`src/rtl/wb_route_pkg.sv`:
```
// wb_route_pkg: shared FSM state encoding and destination-select constants
// for the write-back router. The choice constants match the operand-source
// mux encoding so both blocks agree on what choice=1 means.
package wb_route_pkg;

  typedef enum logic [1:0] {
    IDLE    = 2'd0,
    AC_WR   = 2'd1,
    MEM_REQ = 2'd2,
    DONE    = 2'd3
  } state_e;

  localparam logic CHOICE_AC  = 1'b1;
  localparam logic CHOICE_MEM = 1'b0;

endpackage

```
`src/rtl/wb_route_if.sv`:
```
// wb_route_if: write-back request, accumulator and memory-write signals.
//   master: request source / memory model side (drives wr_valid, data_in,
//           addr_in, choice, mem_ack)
//   slave : wb_route side (drives wr_ready, ac_out, ac_we, mem_req,
//           mem_addr, mem_data, err)
interface wb_route_if #(
  parameter int unsigned DATA_W = 8,
  parameter int unsigned ADDR_W = 8
);

  logic              wr_valid;
  logic              wr_ready;
  logic [DATA_W-1:0] data_in;
  logic [ADDR_W-1:0] addr_in;
  logic              choice;
  logic [DATA_W-1:0] ac_out;
  logic              ac_we;
  logic              mem_req;
  logic [ADDR_W-1:0] mem_addr;
  logic [DATA_W-1:0] mem_data;
  logic              mem_ack;
  logic              err;

  modport master (
    output wr_valid, data_in, addr_in, choice, mem_ack,
    input  wr_ready, ac_out, ac_we, mem_req, mem_addr, mem_data, err
  );

  modport slave (
    input  wr_valid, data_in, addr_in, choice, mem_ack,
    output wr_ready, ac_out, ac_we, mem_req, mem_addr, mem_data, err
  );

endinterface

```
`src/rtl/wb_timer.sv`:
```
// wb_timer: saturating wait counter for memory-write acknowledge timeout.
//   clk, reset : clock, synchronous active-high reset
//   clear      : zero the count (takes priority over enable)
//   enable     : count this cycle (saturates at LIMIT, never wraps)
//   done_c     : combinational; this enabled cycle brings the count to LIMIT
module wb_timer #(
  parameter int unsigned LIMIT = 15,
  localparam int unsigned CNT_W = (LIMIT < 1) ? 1 : $clog2(LIMIT + 1)
) (
  input  logic clk,
  input  logic reset,
  input  logic clear,
  input  logic enable,
  output logic done_c
);

  logic [CNT_W-1:0] count;

  // Counter register with saturation at LIMIT
  always_ff @(posedge clk) begin
    if (reset) begin
      count <= '0;
    end else if (clear) begin
      count <= '0;
    end else if (enable && (count < CNT_W'(LIMIT))) begin
      count <= count + CNT_W'(1);
    end
  end

  // Flags the increment that makes the count reach LIMIT
  assign done_c = enable && ((32'(count) + 32'd1) >= LIMIT);

endmodule

```
`src/rtl/wb_route.sv`:
```
// wb_route: routes a write-back result either into the accumulator or out as
// a memory write with acknowledge timeout.
//   clk, reset : clock, synchronous active-high reset
//   bus        : wb_route_if.slave -- request handshake (wr_valid/wr_ready,
//                data_in, addr_in, choice), accumulator (ac_out, ac_we),
//                memory write (mem_req, mem_addr, mem_data, mem_ack), err
module wb_route
  import wb_route_pkg::*;
#(
  parameter int unsigned DATA_W  = 8,
  parameter int unsigned ADDR_W  = 8,
  parameter int unsigned TIMEOUT = 15
) (
  input  logic        clk,
  input  logic        reset,
  wb_route_if.slave   bus
);

  state_e            state_q, state_d;
  logic [DATA_W-1:0] ac_q, ac_d;
  logic [DATA_W-1:0] mdata_q, mdata_d;
  logic [ADDR_W-1:0] maddr_q, maddr_d;
  logic              wr_ready_q, wr_ready_d;
  logic              ac_we_q, ac_we_d;
  logic              mem_req_q, mem_req_d;
  logic              err_q, err_d;
  logic              tmr_clear, tmr_enable, tmr_done_c;

  wb_timer #(.LIMIT(TIMEOUT)) u_timer (
    .clk    (clk),
    .reset  (reset),
    .clear  (tmr_clear),
    .enable (tmr_enable),
    .done_c (tmr_done_c)
  );

  // State and output registers
  always_ff @(posedge clk) begin
    if (reset) begin
      state_q    <= IDLE;
      ac_q       <= '0;
      mdata_q    <= '0;
      maddr_q    <= '0;
      wr_ready_q <= 1'b1;
      ac_we_q    <= 1'b0;
      mem_req_q  <= 1'b0;
      err_q      <= 1'b0;
    end else begin
      state_q    <= state_d;
      ac_q       <= ac_d;
      mdata_q    <= mdata_d;
      maddr_q    <= maddr_d;
      wr_ready_q <= wr_ready_d;
      ac_we_q    <= ac_we_d;
      mem_req_q  <= mem_req_d;
      err_q      <= err_d;
    end
  end

  // Next-state and next-output logic
  always_comb begin
    state_d    = state_q;
    ac_d       = ac_q;
    mdata_d    = mdata_q;
    maddr_d    = maddr_q;
    err_d      = err_q;
    tmr_clear  = 1'b0;
    tmr_enable = 1'b0;

    case (state_q)
      IDLE: begin
        if (bus.wr_valid && wr_ready_q) begin
          if (bus.choice == CHOICE_AC) begin
            state_d = AC_WR;
            ac_d    = bus.data_in;
          end else begin
            state_d   = MEM_REQ;
            maddr_d   = bus.addr_in;
            mdata_d   = bus.data_in;
            tmr_clear = 1'b1;
          end
        end
      end
      AC_WR: state_d = IDLE;
      MEM_REQ: begin
        // An acknowledge stops the count, so it beats a same-cycle timeout
        tmr_enable = !bus.mem_ack;
        if (bus.mem_ack) begin
          state_d = DONE;
        end else if (tmr_done_c) begin
          state_d = DONE;
          err_d   = 1'b1;
        end
      end
      DONE:    state_d = IDLE;
      default: state_d = IDLE;
    endcase

    // Status outputs are registered copies of the upcoming state
    wr_ready_d = (state_d == IDLE);
    ac_we_d    = (state_d == AC_WR);
    mem_req_d  = (state_d == MEM_REQ);
  end

  assign bus.wr_ready = wr_ready_q;
  assign bus.ac_out   = ac_q;
  assign bus.ac_we    = ac_we_q;
  assign bus.mem_req  = mem_req_q;
  assign bus.mem_addr = maddr_q;
  assign bus.mem_data = mdata_q;
  assign bus.err      = err_q;

endmodule

```
`src/flat_wrapper.sv`:
```
// flat-port wrapper written by rule: the top's interface ports become plain ports
module wb_route_flat import wb_route_pkg::*;
#(
  parameter int unsigned DATA_W  = 8,
  parameter int unsigned ADDR_W  = 8,
  parameter int unsigned TIMEOUT = 15
)
  (clk, reset, bus_wr_valid, bus_data_in, bus_addr_in, bus_choice, bus_mem_ack, bus_wr_ready, bus_ac_out, bus_ac_we, bus_mem_req, bus_mem_addr, bus_mem_data, bus_err);
  wb_route_if #(.DATA_W(DATA_W), .ADDR_W(ADDR_W)) bus_i ();
  input  logic clk;
  input  logic reset;
  input wire logic [$bits(bus_i.wr_valid)-1:0] bus_wr_valid;
  input wire logic [$bits(bus_i.data_in)-1:0] bus_data_in;
  input wire logic [$bits(bus_i.addr_in)-1:0] bus_addr_in;
  input wire logic [$bits(bus_i.choice)-1:0] bus_choice;
  input wire logic [$bits(bus_i.mem_ack)-1:0] bus_mem_ack;
  output wire logic [$bits(bus_i.wr_ready)-1:0] bus_wr_ready;
  output wire logic [$bits(bus_i.ac_out)-1:0] bus_ac_out;
  output wire logic [$bits(bus_i.ac_we)-1:0] bus_ac_we;
  output wire logic [$bits(bus_i.mem_req)-1:0] bus_mem_req;
  output wire logic [$bits(bus_i.mem_addr)-1:0] bus_mem_addr;
  output wire logic [$bits(bus_i.mem_data)-1:0] bus_mem_data;
  output wire logic [$bits(bus_i.err)-1:0] bus_err;
  assign bus_i.wr_valid = bus_wr_valid;
  assign bus_i.data_in = bus_data_in;
  assign bus_i.addr_in = bus_addr_in;
  assign bus_i.choice = bus_choice;
  assign bus_i.mem_ack = bus_mem_ack;
  assign bus_wr_ready = bus_i.wr_ready;
  assign bus_ac_out = bus_i.ac_out;
  assign bus_ac_we = bus_i.ac_we;
  assign bus_mem_req = bus_i.mem_req;
  assign bus_mem_addr = bus_i.mem_addr;
  assign bus_mem_data = bus_i.mem_data;
  assign bus_err = bus_i.err;
  wb_route #(.DATA_W(DATA_W), .ADDR_W(ADDR_W), .TIMEOUT(TIMEOUT)) u_core (.clk(clk), .reset(reset), .bus(bus_i));
endmodule
```
`config.mk`:
```
export PLATFORM = sky130hd
export DESIGN_NAME = wb_route_flat
export DESIGN_NICKNAME = d
export VERILOG_FILES = /design/src/rtl/wb_route_pkg.sv /design/src/rtl/wb_route_if.sv /design/src/rtl/wb_timer.sv /design/src/rtl/wb_route.sv /design/src/flat_wrapper.sv
export SDC_FILE = /design/constraint.sdc
export NUM_CORES = 1
export LEC_CHECK = 0
export CAP_MARGIN = 15
export CORE_MARGIN = 2
export CORE_UTILIZATION = 41
export DETAILED_ROUTE_END_ITERATION = 7
export GPL_TIMING_DRIVEN = 0
export PLACE_DENSITY = 0.75
export SLEW_MARGIN = 5
export SYNTH_ARGS = -nofsm -noshare
export SYNTH_HDL_FRONTEND = slang
export SYNTH_HIERARCHICAL = 1
export SYNTH_SLANG_ARGS = --single-unit
export TNS_END_PERCENT = 5
```
`constraint.sdc`:
```
create_clock -name clk -period 1.5 [get_ports clk]
set_clock_uncertainty 0.05 [all_clocks]
set_input_delay 0.225 -clock clk [delete_from_list [all_inputs] [get_ports clk]]
set_output_delay 0.225 -clock clk [all_outputs]
set_load 0.01 [all_outputs]
```
==> impl_metrics.yaml <==
setup_path:
  rr_startpoint: "u_core/u_timer/count[1]$_SDFFE_PP0P_"
  worstPathMaxFanout: 4
  worst-r2r-setup-slack_ps: -60
  crit_path_end: "u_core/bus.mem_req$_SDFF_PP0_"
  worst_path_class_setup: "register to register"
  rr_worst_depth: 6
  critical_path_arrival_ps: 1650
  worst-endpoint-required_ps: 1590
  endpoint_kind: "register"
  crit_path_start_kind: "register"
  timing.rr.end: "u_core/bus.mem_req$_SDFF_PP0_"
  startpoint: "u_core/u_timer/count[1]$_SDFFE_PP0P_"
clock_network:
  cts-buffers-inserted: 5
  clkLatencyLatePin_ps: 280
  cts-root-to-sink-buffers: 2
  clock_sinks: 34
  hold_buffers: 0
  cts_root_buf: "sky130_fd_sc_hd__clkbuf_8"
  worst_setup_hold_path_clk_slew_ps: 60
  tritoncts_clock_tree: "yes"
  cts_max_level: 2
place:
  place.port_buffers: 48
  detailedPlace.worstSlack_ps: -489.3
  gpl.final_weighted_congestion: 0.7246
  dp.final_hpwl_um: 2532
  place.detailed.instances: 243
floorplanning:
  placementRows: 22
  floorplan.die_area_sq_um: 4178
  initial_core_util: 0.4181
  ios: 49
  floorplan_core_area_sq_um: 3606
  chipHeight_um: 64.64
  die_w_um: 64.64
power:
  p_per_area_nw_per_um2: 872.7
  power_w: 0.001984
  worst_ir_drop_vdd_mv: 0.5493
  static-leakage-power_nw: 0.8967
timing:
  period_share: 1.041
  timing.fmax_ghz: 0.6405
  postLayoutSetupSlackWorst_ps: -61.37
  finalSetupViolations: 3
  report.final.hold_viol_count: 0
  setup_tns_ps: -129.7
  worst-slew-pin-transition_ps: 589.3
  slew_headroom: 0.6055
  rsz0062_at_grt: "true"
  post-route-min-period_ps: 1561
  timing_max_transition_violations_final: 0
logic_synthesis:
  synth-compound-area-share: 0.05975
  sequential_cell_area_fraction_in_the_yosys_report: 0.4515
  synthAdderAreaFrac: 0.01660
  muxShareOfSynthArea: 0.1593
  area_of_the_mapped_netlist_sq_um: 1508
  synthesis.instances: 147
  ys_types: 29
  synth_simple_gate_area_frac: 0.2606
  mappedNetlistNets: 170
  synth.ff_latch_count: 34
  combinational_family_with_the_most_area_after_synthesis: "simple AND/OR/NAND/NOR gates"
  synth_xor_xnor_area_share: 0.005809
  ys_warn_count: 6
  post_synth.cell_area_avg_sq_um: 10.26
finish:
  fraction_of_layout_instances_using_a_drive_strength_above_1: 0.1923
  layout.cells.non_filler: 256
  finalCoreUtilization: 0.6305
  area.growth.synth_to_final_pct: 50.79
  num-nets-final: 231
  layout_commonest_cell: "sky130_fd_sc_hd__clkdlybuf4s50_1"
  insertedDiodeCount: 0
  final.fill_count: 300
  final_cell_mix: "sky130_fd_sc_hd__clkdlybuf4s50_1 (45), sky130_fd_sc_hd__nand2b_1 (41), sky130_fd_sc_hd__dfxtp_1 (29)"
routing:
  route.detailed.drc: 0
  routedWlPerCell_um: 14.28
  final_wl_um: 3656
  routed_via_density: 5.031
  vias: 1288
  drt_first_pass_iters: 4
  drt-initial-drc-count: 38
  final_antenna_net_count: 0
min_path:
  worst_hold_path_type: "primary input to register"
global_routing:
  vias_in_the_first_global_route: 1324
  grt_pass1_wl_um: 5685
  grt_antenna_before_repair: 0
  total_congestion_overflow: 0
  grt.total_usage: 0.1785
  largest_net_degree_at_the_start_of_global_routing: 12
flow_run:
  max_cap_viol_count: 0
status:
  failed_checks: "setup timing"
  outcome: "finished, violations left"
-- cell families (layout without fill, tap and decap cells) --
group | Yosys count | in the layout
adders and majority gates | 2 | 2
xor gates and xnor gates | 1 | 1
buffers and inverters | 11 | 72
DFF | 34 | 34
muxes | 24 | 24
and+or+nand+nor | 60 | 60
AOI/OAI and AO/OA | 15 | 15
-- critical path, cell delays in order, from the launching register on --
cell                       delay (ps)
sky130_fd_sc_hd__dfxtp_2          390
sky130_fd_sc_hd__ha_4             230
sky130_fd_sc_hd__o21bai_4         150
sky130_fd_sc_hd__nand4b_1         140
sky130_fd_sc_hd__o21ai_2          240
sky130_fd_sc_hd__nand2b_4         160
sky130_fd_sc_hd__a211oi_2          50
-- worst min path at each step --
stage,endpoint,cells after the start,startpoint
6_report,u_core/state_q[0]$_SDFF_PP0_,3,bus_mem_ack
3_5_place_dp,u_core/bus.err$_SDFFE_PP0P_,2,u_core/bus.err$_SDFFE_PP0P_
3_3_place_gp,u_core/bus.mem_data[6]$_SDFFE_PP0P_,2,u_core/bus.mem_data[6]$_SDFFE_PP0P_
5_1_grt,u_core/state_q[0]$_SDFF_PP0_,3,bus_mem_ack
4_1_cts,u_core/bus.wr_ready$_SDFF_PP1_,3,bus_wr_valid
2_1_floorplan,u_core/u_timer/count[1]$_SDFFE_PP0P_,1,reset
-- through the flow --
stage	instance area [sq um]	hold WS [ps]
finish	2273	356.6
global placement	2062	408.6
detailed placement	2062	411.7
CTS	2191	420.8
floorplan	1521	248.2
global route	2273	367.3
-- registers in the layout, indices dropped and copies added, names as in the netlist --
name,flops
u_core/bus.mem_data,8
u_core/bus.mem_addr,8
u_core/state_q,2
u_core/bus.mem_req,1
u_core/bus.err,1
u_core/bus.wr_ready,1
u_core/bus.ac_out,8
u_core/bus.ac_we,1
u_core/u_timer/count,4
-- power by group --
part / internal, W / leakage (nW) / total, W / switching [W]
combinational: 0.000228 / 0.580 / 0.000378 / 0.000151
clock: 0.000319 / 0.0383 / 0.000615 / 0.000296
sequential: 0.000953 / 0.279 / 0.000990 / 0.0000371
-- synth_stat cells --
master	n	share of area
sky130_fd_sc_hd__a211oi_1	1	0.0050
sky130_fd_sc_hd__a21oi_1	7	0.023
sky130_fd_sc_hd__a31oi_1	1	0.0042
sky130_fd_sc_hd__and3_1	2	0.0083
sky130_fd_sc_hd__buf_12	1	0.013
sky130_fd_sc_hd__buf_6	1	0.0075
sky130_fd_sc_hd__clkbuf_1	7	0.017
sky130_fd_sc_hd__clkinv_4	1	0.0058
sky130_fd_sc_hd__dfxtp_1	34	0.45
sky130_fd_sc_hd__ha_1	2	0.017
sky130_fd_sc_hd__inv_1	1	0.0025
sky130_fd_sc_hd__mux2i_1	24	0.16
sky130_fd_sc_hd__nand2_1	2	0.0050
sky130_fd_sc_hd__nand2b_1	42	0.17
sky130_fd_sc_hd__nand3_1	1	0.0033
sky130_fd_sc_hd__nand3_2	1	0.0066
sky130_fd_sc_hd__nand4b_1	2	0.012
sky130_fd_sc_hd__nor2_1	4	0.010
sky130_fd_sc_hd__nor3b_1	1	0.0050
sky130_fd_sc_hd__nor4_2	1	0.0083
sky130_fd_sc_hd__nor4b_2	1	0.010
sky130_fd_sc_hd__o2111ai_1	1	0.0058
sky130_fd_sc_hd__o21a_1	1	0.0050
sky130_fd_sc_hd__o21ai_0	2	0.0066
sky130_fd_sc_hd__o21bai_1	2	0.010
sky130_fd_sc_hd__or3_1	1	0.0042
sky130_fd_sc_hd__or4_4	1	0.0075
sky130_fd_sc_hd__or4b_1	1	0.0066
sky130_fd_sc_hd__xor2_1	1	0.0058
-- layer usage --
layer,up-vias,wire length (um),GRT usage
met5,-,0,0
met4,0,82,0.06915
met3,10,249,0.05556
met2,56,1766,0.3151
met1,601,1557,0.2000
li1,621,-,-
-- final cells by class --
class | count | area (sq um) | area share
tap | 48 | 60.06 | 0.02642
inverter | 2 | 12.51 | 0.005504
timing repair buffer | 55 | 536.8 | 0.2361
clock buffer | 7 | 76.32 | 0.03357
multi-input combinational | 102 | 835.8 | 0.3676
buffer | 8 | 62.56 | 0.02752
sequential | 34 | 689.4 | 0.3032
-- timing repair --
| action | CTS | global route |
|---|---|---|
| pin swaps | 3 | 7 |
| buffers inserted | 3 | 4 |
| setup endpoints to repair | 31 | 30 |
| gates resized for setup | 12 | 18 |
Power figures use the tool's default switching activity.
